`src/rtl/mem_arbiter_ctrl_if.sv`:
```
// Signal bundle between the IF/MEM pipeline stages, the byte-wide RAM/IO port and the arbiter.
// The arbiter connects through the slave modport; the pipeline/RAM side uses master.
interface mem_arbiter_ctrl_if #(
  parameter int ADDR_W = 32
);
  logic              rdy_in;
  logic              branch_flush;
  logic              if_req;
  logic [ADDR_W-1:0] if_addr;
  logic              if_done;
  logic [31:0]       if_inst;
  logic              mem_req;
  logic              mem_we;
  logic [1:0]        mem_size;
  logic [ADDR_W-1:0] mem_addr;
  logic [31:0]       mem_wdata;
  logic              mem_done;
  logic [31:0]       mem_rdata;
  logic              stall_req_if;
  logic              stall_req_mem;
  logic [7:0]        ram_din;
  logic [7:0]        ram_dout;
  logic [ADDR_W-1:0] ram_a;
  logic              ram_wr;
  logic              io_buffer_full;

  modport slave (
    input  rdy_in, branch_flush, if_req, if_addr, mem_req, mem_we, mem_size,
           mem_addr, mem_wdata, ram_din, io_buffer_full,
    output if_done, if_inst, mem_done, mem_rdata, stall_req_if, stall_req_mem,
           ram_dout, ram_a, ram_wr
  );

  modport master (
    output rdy_in, branch_flush, if_req, if_addr, mem_req, mem_we, mem_size,
           mem_addr, mem_wdata, ram_din, io_buffer_full,
    input  if_done, if_inst, mem_done, mem_rdata, stall_req_if, stall_req_mem,
           ram_dout, ram_a, ram_wr
  );
endinterface

```
`src/rtl/mem_arbiter_ctrl.sv`:
```
// Arbiter for the byte-wide RAM/IO port: serialises IF fetches and MEM loads/stores
// into byte cycles, MEM first, with fetch abort on branch flush and IO write back-pressure.
module mem_arbiter_ctrl #(
  parameter int         ADDR_W = 32,
  parameter logic [1:0] IO_HI  = 2'b11
) (
  input logic               clk_in,
  input logic               rst_in,
  mem_arbiter_ctrl_if.slave bus
);
  typedef enum logic [1:0] {IDLE, IF_RD, MEM_RD, MEM_WR} state_t;

  state_t            r_state, w_state_nxt;
  logic [2:0]        r_cnt, w_cnt_nxt;
  logic [2:0]        r_n, w_n_req;
  logic [ADDR_W-1:0] r_base;
  logic [ADDR_W-1:0] w_addr;
  logic [31:0]       r_wdata, r_data, r_if_inst, r_mem_rdata;
  logic [31:0]       w_asm;
  logic              r_if_done, r_mem_done;
  logic              w_if_done, w_mem_done;
  logic              w_grant_if, w_grant_mem, w_fin_if, w_fin_mem;
  logic              w_io_blk, w_capture;

  // Done pulses are held back while the block is frozen and released when rdy_in returns.
  assign w_if_done  = r_if_done & bus.rdy_in;
  assign w_mem_done = r_mem_done & bus.rdy_in;

  assign w_addr    = r_base + ADDR_W'(r_cnt);
  assign w_io_blk  = (r_base[17:16] == IO_HI) & bus.io_buffer_full;
  assign w_capture = ((r_state == IF_RD) || (r_state == MEM_RD)) && (r_cnt != 3'd0);

  always_comb begin
    w_n_req = 3'd4;
    case (bus.mem_size)
      2'd0:    w_n_req = 3'd1;
      2'd1:    w_n_req = 3'd2;
      default: w_n_req = 3'd4;
    endcase
  end

  // Read data arrives one cycle behind its address, so count cnt lands in byte cnt-1.
  always_comb begin
    w_asm = r_data;
    case (r_cnt)
      3'd1:    w_asm[7:0]   = bus.ram_din;
      3'd2:    w_asm[15:8]  = bus.ram_din;
      3'd3:    w_asm[23:16] = bus.ram_din;
      3'd4:    w_asm[31:24] = bus.ram_din;
      default: ;
    endcase
  end

  always_ff @(posedge clk_in) begin
    if (rst_in) begin
      r_state <= IDLE;
      r_cnt   <= 3'd0;
    end else if (bus.rdy_in) begin
      r_state <= w_state_nxt;
      r_cnt   <= w_cnt_nxt;
    end
  end

  always_comb begin
    w_state_nxt  = r_state;
    w_cnt_nxt    = r_cnt;
    w_grant_if   = 1'b0;
    w_grant_mem  = 1'b0;
    w_fin_if     = 1'b0;
    w_fin_mem    = 1'b0;
    bus.ram_a    = '0;
    bus.ram_wr   = 1'b0;
    bus.ram_dout = 8'h00;
    unique case (r_state)
      IDLE: begin
        // The cycle carrying a done pulse is a turnaround cycle: nobody is granted.
        if (bus.rdy_in && !w_if_done && !w_mem_done) begin
          if (bus.mem_req) begin
            w_grant_mem = 1'b1;
            w_state_nxt = bus.mem_we ? MEM_WR : MEM_RD;
            w_cnt_nxt   = 3'd0;
          end else if (bus.if_req && !bus.branch_flush) begin
            w_grant_if  = 1'b1;
            w_state_nxt = IF_RD;
            w_cnt_nxt   = 3'd0;
          end
        end
      end
      IF_RD, MEM_RD: begin
        if (r_cnt < r_n) bus.ram_a = w_addr;
        if (bus.rdy_in) begin
          w_cnt_nxt = r_cnt + 3'd1;
          if ((r_state == IF_RD) && bus.branch_flush) begin
            w_state_nxt = IDLE;
            w_cnt_nxt   = 3'd0;
          end else if (r_cnt == r_n) begin
            w_state_nxt = IDLE;
            w_cnt_nxt   = 3'd0;
            w_fin_if    = (r_state == IF_RD);
            w_fin_mem   = (r_state == MEM_RD);
          end
        end
      end
      MEM_WR: begin
        bus.ram_a    = w_addr;
        bus.ram_dout = r_wdata[{r_cnt[1:0], 3'b000} +: 8];
        bus.ram_wr   = bus.rdy_in & ~w_io_blk;
        if (bus.rdy_in && !w_io_blk) begin
          w_cnt_nxt = r_cnt + 3'd1;
          if (r_cnt == r_n - 3'd1) begin
            w_state_nxt = IDLE;
            w_cnt_nxt   = 3'd0;
            w_fin_mem   = 1'b1;
          end
        end
      end
      default: w_state_nxt = IDLE;
    endcase
  end

  always_ff @(posedge clk_in) begin
    if (rst_in) begin
      r_base      <= '0;
      r_n         <= 3'd0;
      r_wdata     <= '0;
      r_data      <= '0;
      r_if_inst   <= '0;
      r_mem_rdata <= '0;
      r_if_done   <= 1'b0;
      r_mem_done  <= 1'b0;
    end else if (bus.rdy_in) begin
      r_if_done  <= w_fin_if;
      r_mem_done <= w_fin_mem;
      // Assembly register is cleared per access so short loads come out zero-extended.
      if (w_grant_mem) begin
        r_base  <= bus.mem_addr;
        r_n     <= w_n_req;
        r_wdata <= bus.mem_wdata;
        r_data  <= '0;
      end else if (w_grant_if) begin
        r_base  <= bus.if_addr;
        r_n     <= 3'd4;
        r_data  <= '0;
      end else if (w_capture) begin
        r_data  <= w_asm;
      end
      if (w_fin_if) r_if_inst <= w_asm;
      if (w_fin_mem && (r_state == MEM_RD)) r_mem_rdata <= w_asm;
    end
  end

  assign bus.if_done       = w_if_done;
  assign bus.mem_done      = w_mem_done;
  assign bus.if_inst       = r_if_inst;
  assign bus.mem_rdata     = r_mem_rdata;
  assign bus.stall_req_if  = bus.if_req & ~w_if_done;
  assign bus.stall_req_mem = bus.mem_req & ~w_mem_done;
endmodule
```
`src/flat_wrapper.sv`:
```
// flat-port wrapper written by rule: the top's interface ports become plain ports
module mem_arbiter_ctrl_flat 
#(
  parameter int         ADDR_W = 32,
  parameter logic [1:0] IO_HI  = 2'b11
)
  (clk_in, rst_in, bus_rdy_in, bus_branch_flush, bus_if_req, bus_if_addr, bus_mem_req, bus_mem_we, bus_mem_size, bus_mem_addr, bus_mem_wdata, bus_ram_din, bus_io_buffer_full, bus_if_done, bus_if_inst, bus_mem_done, bus_mem_rdata, bus_stall_req_if, bus_stall_req_mem, bus_ram_dout, bus_ram_a, bus_ram_wr);
  mem_arbiter_ctrl_if #(.ADDR_W(ADDR_W)) bus_i ();
  input logic clk_in;
  input logic rst_in;
  input wire logic [$bits(bus_i.rdy_in)-1:0] bus_rdy_in;
  input wire logic [$bits(bus_i.branch_flush)-1:0] bus_branch_flush;
  input wire logic [$bits(bus_i.if_req)-1:0] bus_if_req;
  input wire logic [$bits(bus_i.if_addr)-1:0] bus_if_addr;
  input wire logic [$bits(bus_i.mem_req)-1:0] bus_mem_req;
  input wire logic [$bits(bus_i.mem_we)-1:0] bus_mem_we;
  input wire logic [$bits(bus_i.mem_size)-1:0] bus_mem_size;
  input wire logic [$bits(bus_i.mem_addr)-1:0] bus_mem_addr;
  input wire logic [$bits(bus_i.mem_wdata)-1:0] bus_mem_wdata;
  input wire logic [$bits(bus_i.ram_din)-1:0] bus_ram_din;
  input wire logic [$bits(bus_i.io_buffer_full)-1:0] bus_io_buffer_full;
  output wire logic [$bits(bus_i.if_done)-1:0] bus_if_done;
  output wire logic [$bits(bus_i.if_inst)-1:0] bus_if_inst;
  output wire logic [$bits(bus_i.mem_done)-1:0] bus_mem_done;
  output wire logic [$bits(bus_i.mem_rdata)-1:0] bus_mem_rdata;
  output wire logic [$bits(bus_i.stall_req_if)-1:0] bus_stall_req_if;
  output wire logic [$bits(bus_i.stall_req_mem)-1:0] bus_stall_req_mem;
  output wire logic [$bits(bus_i.ram_dout)-1:0] bus_ram_dout;
  output wire logic [$bits(bus_i.ram_a)-1:0] bus_ram_a;
  output wire logic [$bits(bus_i.ram_wr)-1:0] bus_ram_wr;
  assign bus_i.rdy_in = bus_rdy_in;
  assign bus_i.branch_flush = bus_branch_flush;
  assign bus_i.if_req = bus_if_req;
  assign bus_i.if_addr = bus_if_addr;
  assign bus_i.mem_req = bus_mem_req;
  assign bus_i.mem_we = bus_mem_we;
  assign bus_i.mem_size = bus_mem_size;
  assign bus_i.mem_addr = bus_mem_addr;
  assign bus_i.mem_wdata = bus_mem_wdata;
  assign bus_i.ram_din = bus_ram_din;
  assign bus_i.io_buffer_full = bus_io_buffer_full;
  assign bus_if_done = bus_i.if_done;
  assign bus_if_inst = bus_i.if_inst;
  assign bus_mem_done = bus_i.mem_done;
  assign bus_mem_rdata = bus_i.mem_rdata;
  assign bus_stall_req_if = bus_i.stall_req_if;
  assign bus_stall_req_mem = bus_i.stall_req_mem;
  assign bus_ram_dout = bus_i.ram_dout;
  assign bus_ram_a = bus_i.ram_a;
  assign bus_ram_wr = bus_i.ram_wr;
  mem_arbiter_ctrl #(.ADDR_W(ADDR_W), .IO_HI(IO_HI)) u_core (.clk_in(clk_in), .rst_in(rst_in), .bus(bus_i));
endmodule
```
`config.mk`:
```
export PLATFORM = sky130hd
export DESIGN_NAME = mem_arbiter_ctrl_flat
export DESIGN_NICKNAME = d
export VERILOG_FILES = /design/src/rtl/mem_arbiter_ctrl_if.sv /design/src/rtl/mem_arbiter_ctrl.sv /design/src/flat_wrapper.sv
export SDC_FILE = /design/constraint.sdc
export NUM_CORES = 1
export LEC_CHECK = 0
export ABC_AREA = 1
export CAP_MARGIN = 20
export CORE_MARGIN = 2
export CORE_UTILIZATION = 64
export CTS_CLUSTER_SIZE = 8
export DETAILED_ROUTE_END_ITERATION = 8
export DONT_BUFFER_PORTS = 1
export GPL_ROUTABILITY_DRIVEN = 0
export HOLD_SLACK_MARGIN = 0.08
export PLACE_DENSITY = 0.77
export SETUP_SLACK_MARGIN = 0.1
export SLEW_MARGIN = 20
export SYNTH_ARGS = -nofsm -noshare
export SYNTH_HDL_FRONTEND = slang
export SYNTH_SLANG_ARGS = --single-unit
```
`constraint.sdc`:
```
create_clock -name clk_in -period 3.9 [get_ports clk_in]
set_input_delay 0.975 -clock clk_in [delete_from_list [all_inputs] [get_ports clk_in]]
set_output_delay 0.975 -clock clk_in [all_outputs]
set_load 0.005 [all_outputs]
```
After elaboration in Yosys (flattened, before gate mapping) --
Cells that the tools add are included.
Operators by class: equality and inequality tests 16, bitwise gates (word level) 9, reduce and logical (&&, ||, !) cells 25, mux-type cells 50, order comparisons 1, add/sub/neg operators 3, shift-type cells 1
Operators with widths (count):
- two-way mux 32 bit | 6
- case mux 32 bit (2 select lines) | 1
- two-way mux 8 bit | 5
- adder 32 x 3 -> 32 bit | 1
- variable part select 32 x 6 -> 8 bit | 1
- two-way mux 3 bit | 9
- two-way mux 1 bit | 18
- two-way mux 2 bit | 7
- AND reduction 2 bit | 5
- case mux 3 bit (3 select lines) | 1
- logical AND 1 bit | 7
- bitwise AND 1 bit | 6
- equality test 2 bit (second input constant) | 3
- equality test 3 x 2 -> 1 bit (second input constant) | 2
- equality test 3 bit | 2
- != test 2 x 1 -> 1 bit (second input constant) | 3
- case mux 2 bit (3 select lines) | 1
- case mux 3 bit (2 select lines) | 1
- AND reduction 6 bit | 1
- nonzero test 3 bit | 2
- equality test 2 x 1 -> 1 bit (second input constant) | 2
- logical NOT 1 bit | 4
- logical NOT 2 bit | 2
- AND reduction 4 bit | 1
- other kinds (12) | 14
Word-level totals: word-level logic and storage cells 115, bits of input ports 114, register bits after elaboration 170

Logic depth before layout (Yosys ltp) --
Gate-level depths: netlist of run 1.
word-level depth 8, depth in mapped cells 14, depth with buffers taken out 13

Worst setup path before layout of run 1 --
OpenSTA, ideal clock, no wires.
kind flip-flop to output port, from register u_core.r_cnt[1], to output bus_ram_a[30], cell stages (with the launch flop) 13, slack 0.487 ns, data arrival time 2.438 ns, cells stage by stage dfxtp_1 > clkbuf_1 > clkinv_1 > fa_1 > inv_1 > nand2_1 > nand2_1 > nand3_1 > nor3_1 > nand2_1 > nand2_1 > inv_1 > nor2_1
On the way: cells in the longest elaborated chain, start to end 3
Ends and longest elaborated chain:
- from (decl) | line mem_arbiter_ctrl.sv:14 | logic [2:0] r_cnt, w_cnt_nxt;
- from (signal assigned) | line mem_arbiter_ctrl.sv:60 | r_cnt <= w_cnt_nxt;
- adder 32 x 3 -> 32 bit / < comparator 3 bit (equally long branches) | line mem_arbiter_ctrl.sv:29, mem_arbiter_ctrl.sv:90
- two-way mux 32 bit | line mem_arbiter_ctrl.sv:90 | if (r_cnt < r_n) bus.ram_a = w_addr;
- case mux 32 bit (2 select lines) * | line mem_arbiter_ctrl.sv:74 | unique case (r_state)
- to (decl) | line flat_wrapper.sv:29 | output wire logic [$bits(bus_i.ram_a)-1:0] bus_ram_a;
Mark *: on every way between the ends. The rest lies on a longest branch, timed or not.

Final worst setup path of run 1 --
from register u_core.r_cnt[1], to output bus_ram_a[20]
The elaborated chain is that of the path after synthesis.

==> flow_metrics.py, run 1 <==
metrics = {
    "outcome": {
        "status": "finished clean",
    },
    "global_routing": {
        "grt_pass1_vias": 7528,
        "grt-ovfl-total": 0,
        "antenna_found_initial": 0,
        "grt.total_usage_pct": 32.4,
        "grt_max_degree": 123,
        "grt_pass1_wl_um": 37900,
    },
    "final_layout": {
        "nFillCells": 1304,
        "multi_input_area_mm2": 0.00444,
        "fin_nets": 1481,
        "drive_above_1_share_pct": 4.48,
        "seq_area_mm2": 0.00340,
        "design_area_mm2": 0.00950,
        "diodes": 0,
        "syn_to_final_growth_pct": 6.90,
    },
    "setup_path": {
        "reg2reg_setup_slack_ps": 880,
        "critical_path_arrival_ps": 2620,
        "critPathMaxFanout": 11,
        "crit_end": "bus_ram_a[20]",
        "critical_path.endpoint_type": "output port",
        "required_ps": 2920,
        "r2r_cells": 11,
        "critPathKind": "reg -> out",
        "rr_startpoint": "u_core.r_cnt[0]",
        "startpoint": "u_core.r_cnt[1]",
        "rr_endpoint": "u_core.bus.mem_rdata[21]",
        "start_kind": "flop",
    },
    "floorplanning": {
        "start_util_pct": 64.7,
        "die-area_mm2": 0.0148,
        "die_h_um": 122,
        "std_cell_rows": 43,
        "floorplan.core_area_mm2": 0.0137,
        "die_w_um": 122,
        "ioPinCount": 223,
    },
    "clocking": {
        "cts_tree": "done",
        "clock_latency_ps": 430,
        "post_cts_buffers": 0,
        "clockBufferDepth": 2,
        "cts_made_buffers": 17,
        "clockRootBuffer": "clkbuf_16",
        "postCtsHoldBufs": 0,
        "cts_max_level": 4,
        "path_clk_slew_ps": 60,
        "numClockSinks": 170,
    },
    "synth": {
        "ys_types": 32,
        "ys_seq_area_share_pct": 38.3,
        "synth_nets": 1531,
        "ys_warn_count": 0,
        "syn-instance-count": 1399,
        "synth.area.top_cells": "dfxtp_1 (38%), nand2_1 (13%), a21oi_1 (10%)",
        "synth_top_cell_by_area": "dfxtp_1",
        "synth_top_area_share_pct": 38.3,
        "syn_area_per_cell_um2": 6.35,
        "syn_area_mm2": 0.00888,
        "synth-seq-cells": 170,
    },
    "place": {
        "hpwl_um": 16900,
        "place_ws_ps": 452,
        "port_buffers": 0,
        "placed_cell_area_mm2": 0.00891,
    },
    "drt": {
        "wl_um": 24500,
        "dr.pass1.iters": 6,
        "drc": 0,
        "routed_via_density": 5.60,
        "antenna_left": 0,
        "num_vias": 8632,
        "drtIter0Drc": 919,
        "wl_per_cell_um": 15.9,
    },
    "sta": {
        "finalHoldViolCount": 0,
        "drv_slew": 0,
        "timing.fmax_mhz": 278,
        "skew_ps": 14.8,
        "fin_ws_ps": 303,
        "min_period_over_period_pct": 92.2,
        "finalSetupTns_ps": 0,
        "finalSetupViolations": 0,
        "rsz0062_at_grt": "no",
        "worstMarginPinSlew_ps": 727,
        "slew_headroom_pct": 51.5,
        "finalCriticalPeriod_ps": 3600,
    },
    "job": {
        "cap_viol_max_count": 0,
    },
    "min_path": {
        "whs_path_depth": 2,
        "hold_path_class": "reg -> reg",
    },
    "power_and_ir_drop": {
        "ir_worst_vdd_v": 0.000333,
        "powerDensity_mw_per_mm2": 413,
        "leakage_uw": 0.00390,
    },
}
-- report_power, final --
group | switching, uW | internal, uW | total [uW]
Clock | 726 | 919 | 1650
Combinational | 305 | 121 | 426
Sequential | 52.8 | 1800 | 1850
-- cells in the mapped netlist --
cell	n
nand3_1	90
nor3b_4	1
a21o_1	1
nor4_1	1
clkbuf_1	66
nor2_1	158
clkinv_1	3
o21a_1	3
o211ai_1	1
a21oi_1	178
nand4_2	1
nand4_1	36
nor3b_1	2
nand3b_1	1
buf_1	6
buf_2	11
dfxtp_1	170
nand2_2	1
nand3_2	2
nor3_1	17
nor2_2	1
xor2_1	1
o21ai_0	108
ha_1	17
a211oi_1	1
inv_1	195
a31oi_1	4
nand2_1	319
fa_1	1
o22ai_1	1
nor3_2	1
buf_4	1
-- worst max-delay path, stage by stage, from the launching register on --
cell and delay [ps]:
dfxtp_1 380, clkinvlp_4 240, fa_1 440, inv_1 80
nand2_1 60, nand2_1 170, nand2_1 120, inv_1 110
nand3_1 120, nor2_2 230, a21oi_1 100, nor2_1 150
-- layout make-up --
cell class,instances,share of cell area (%)
clock buffer,19,4.77
tap,180,2.37
inverter,198,7.87
clock inverter,13,1.23
sequential,170,35.8
multi-input combinational,947,46.7
timing repair buffer,15,1.19
-- layer usage --
metal  up-vias  GRT usage [%]  routed length, um
met5         -              0                  0
met4         0           10.2                495
met3        46           10.6               2840
met2       423           47.9              10500
met1      3792           44.9              10600
li1       4371              -                  -
-- layout by cell type, fill, tap and decap left out, types with 15 or more instances in the layout --
cell	instances
a21oi_1	177
buf_4	15
clkbuf_16	17
dfxtp_1	170
ha_1	17
inv_1	195
nand2_1	318
nand3_1	89
nand4_1	36
nor2_1	156
nor3_1	16
o21ai_0	108
-- logic make-up after synthesis --
group / Yosys count / synth area share, %
AOI/OAI and AO/OA: 297 / 17.0
and+or+nand+nor: 631 / 29.9
buffers and inverters: 282 / 12.1
xor gates and xnor gates: 1 / 0.0986
DFF: 170 / 38.3
adders and majority gates: 18 / 2.62
-- metrics by stage --
stage	cells	power (uW)	hold slack [ps]	utilization (%)
2_1_floorplan	1399	2220	430	-
3_3_place_gp	1510	2300	440	64.9
3_5_place_dp	1510	2300	445	64.9
4_1_cts	1542	3920	455	69.1
5_1_grt	1542	4060	472	69.2
6_report	1542	3920	455	69.2
-- sequential cells by signal, summed over array words and instances, names as in the netlist --
signal,flops
u_core.bus.if_inst,32
u_core.bus.mem_rdata,32
u_core.r_base,32
u_core.r_data,32
u_core.r_wdata,32
u_core.r_cnt,3
u_core.r_n,3
u_core.r_state,2
u_core.r_if_done,1
u_core.r_mem_done,1
-- worst min path at each step --
stage | start | end | slack (ps)
4_1_cts | u_core.r_data[18] | u_core.r_data[18] | 450
3_5_place_dp | u_core.r_data[18] | u_core.r_data[18] | 440
6_report | u_core.r_wdata[23] | u_core.r_wdata[23] | 460
3_3_place_gp | u_core.r_data[22] | u_core.r_data[22] | 440
2_1_floorplan | u_core.r_wdata[10] | u_core.r_wdata[10] | 430
5_1_grt | u_core.r_data[17] | u_core.r_data[17] | 470
-- repair_timing --
item / 4_1_cts / 5_1_grt
gates cloned: 0 / 0
gates resized for setup: 1 / 3
setup endpoints to repair: 2 / 5
pin swaps: 0 / 0
No activity file was read; power rests on OpenSTA's default activity.
==> run 2: changes to the inputs <==
--- a/config.mk
+++ b/config.mk
@@ -7,8 +7,10 @@
 export LEC_CHECK = 0
 export ABC_AREA = 1
 export CAP_MARGIN = 20
+export CELL_PAD_IN_SITES_DETAIL_PLACEMENT = 0
+export CELL_PAD_IN_SITES_GLOBAL_PLACEMENT = 1
 export CORE_MARGIN = 2
-export CORE_UTILIZATION = 64
+export CORE_UTILIZATION = 44
 export CTS_CLUSTER_SIZE = 8
 export DETAILED_ROUTE_END_ITERATION = 8
 export DONT_BUFFER_PORTS = 1
==> run 2 against run 1 <==
Against the previous run:
- sequential power hardly changed
- combinational power is 4% higher
- global-route usage is 7.8 points lower
- first-iteration DRC count is 29% lower
- final area is 1.8% higher
- cell count is 5.8% higher
- non-clock buffer count is 4 higher
- critical path depth is 1 higher
- wire length is 9.8% higher
- flip-flop and latch count stayed put
- critical path type unchanged
- critical endpoint is now bus_ram_a[30]
- largest cell class unchanged
- largest power group unchanged
- highest routed layer unchanged
==> flow_metrics.py, run 2 (synthesis results as in run 1) <==
metrics = {
    "outcome": {
        "status": "finished clean",
    },
    "sta": {
        "skew_ps": 11.2,
        "finalSetupTns_ps": 0,
        "slew_headroom_pct": 47.0,
        "rsz0062_at_grt": "no",
        "finalSetupViolations": 0,
        "finalHoldViolCount": 0,
        "drv_slew": 0,
        "timing.fmax_mhz": 286,
        "fin_ws_ps": 405,
        "worstMarginPinSlew_ps": 794,
        "min_period_over_period_pct": 89.6,
        "finalCriticalPeriod_ps": 3490,
    },
    "place": {
        "hpwl_um": 18100,
        "place_ws_ps": 655,
        "port_buffers": 0,
    },
    "clocking": {
        "clockBufferDepth": 2,
        "clockRootBuffer": "clkbuf_16",
        "cts_tree": "done",
        "numClockSinks": 170,
        "cts_max_level": 4,
        "path_clk_slew_ps": 70,
        "cts_made_buffers": 17,
        "postCtsHoldBufs": 0,
        "clock_latency_ps": 430,
    },
    "floorplanning": {
        "die-area_mm2": 0.0213,
        "start_util_pct": 45.2,
        "die_w_um": 146,
        "die_h_um": 146,
        "ioPinCount": 223,
        "std_cell_rows": 51,
        "floorplan.core_area_mm2": 0.0197,
    },
    "global_routing": {
        "grt_pass1_vias": 7781,
        "grt-ovfl-total": 0,
        "grt_pass1_wl_um": 42400,
        "antenna_found_initial": 1,
        "grt.total_usage_pct": 24.6,
        "grt_max_degree": 123,
    },
    "setup_path": {
        "critPathMaxFanout": 6,
        "critical_path_arrival_ps": 2520,
        "cp_common_cell": "nand2_1",
        "critPathKind": "reg -> out",
        "crit_buf_inv": 3,
        "max_stage_delay_ps": 370,
        "required_ps": 2920,
        "critical_path.endpoint_type": "output port",
        "worstPathCellList": "ha_1 -> inv_1 -> fa_1 -> inv_1 -> nand2_1 -> nand2_1 -> nand3_1 -> nor3_2 -> nand2_1 -> nand2_1 -> inv_1 -> nor2_1",
        "crit_family": "simple AND/OR/NAND/NOR gates",
        "start_kind": "flop",
        "crit_path_top_delay_cell": "fa_1",
    },
    "min_path": {
        "hold_path_class": "reg -> reg",
    },
    "drt": {
        "wl_met2_um": 11500,
        "top_layer_used": "met4",
        "dr.pass1.iters": 5,
        "wl_um": 26900,
        "wl_per_cell_um": 16.5,
        "drt-met1-wl_um": 12700,
        "drc": 0,
        "wl_met3_um": 2240,
        "routed_via_density": 5.23,
        "num_vias": 8532,
        "antenna_left": 0,
        "drtIter0Drc": 655,
    },
    "power_and_ir_drop": {
        "power_uw": 4040,
        "leakage_uw": 0.00391,
        "ir_worst_vdd_v": 0.000380,
        "powerDensity_mw_per_mm2": 418,
    },
    "final_layout": {
        "seq_area_mm2": 0.00340,
        "utilization_pct": 49.2,
        "fin_nets": 1485,
        "nFillCells": 2148,
        "mostFrequentLayoutCell": "nand2_1",
        "layout_common_cells": "nand2_1 (319), inv_1 (195), a21oi_1 (177)",
        "syn_to_final_growth_pct": 8.83,
        "drive_above_1_share_pct": 4.47,
        "multi_input_area_mm2": 0.00443,
    },
    "job": {
        "cap_viol_max_count": 0,
    },
}
==> run 2: timing repair <==
item,CTS,global route
setup buffers,0,0
endpoints found under the setup margin,0,4
gates resized for setup,0,2
==> run 2: per-layer routing <==
layer,vias up,global-route usage (%)
li1,4371,-
met1,3851,34.6
met2,283,36.7
met3,27,7.63
met4,0,6.31
met5,-,0
==> run 2: path summary, 6_finish.rpt <==
path	start	endpoint	slack [ps]	cells past startpoint
worst max-delay path	u_core.r_base[0]	bus_ram_a[30]	410	12
worst min-delay path	u_core.r_wdata[15]	u_core.r_wdata[15]	450	2
worst max register to register	u_core.r_cnt[0]	u_core.bus.mem_rdata[12]	970	12
worst min register to register	u_core.r_wdata[15]	u_core.r_wdata[15]	450	2
==> run 2: stage by stage <==
stage	hold slack [ps]	area, um^2	cells
after detailed placement	444	9050	1599
after global placement	440	9050	1599
final	454	9670	1631
after global routing	467	9670	1631
after CTS	455	9660	1630
after floorplan	430	8880	1399
==> run 2: cell type report <==
class                   count  area share (%)
clock inverters            10            1.36
clock buffers              21            4.87
repair buffers             19            1.60
flip-flops and latches    170            35.2
diodes                      1          0.0259
multi-input cells         947            45.8
well taps                 265            3.43
inverters                 198            7.69
==> run 2: power by group <==
part | leakage (uW) | switching [uW] | internal [uW]
clock network | 0.000287 | 736 | 1010
registers | 0.00138 | 51.5 | 1800
logic | 0.00225 | 320 | 125
==> run 2: tightest hold or removal path, cell delays in order, from the launching register on <==
cell and delay (ps):
dfxtp_1 300, inv_1 60, a21oi_1 50
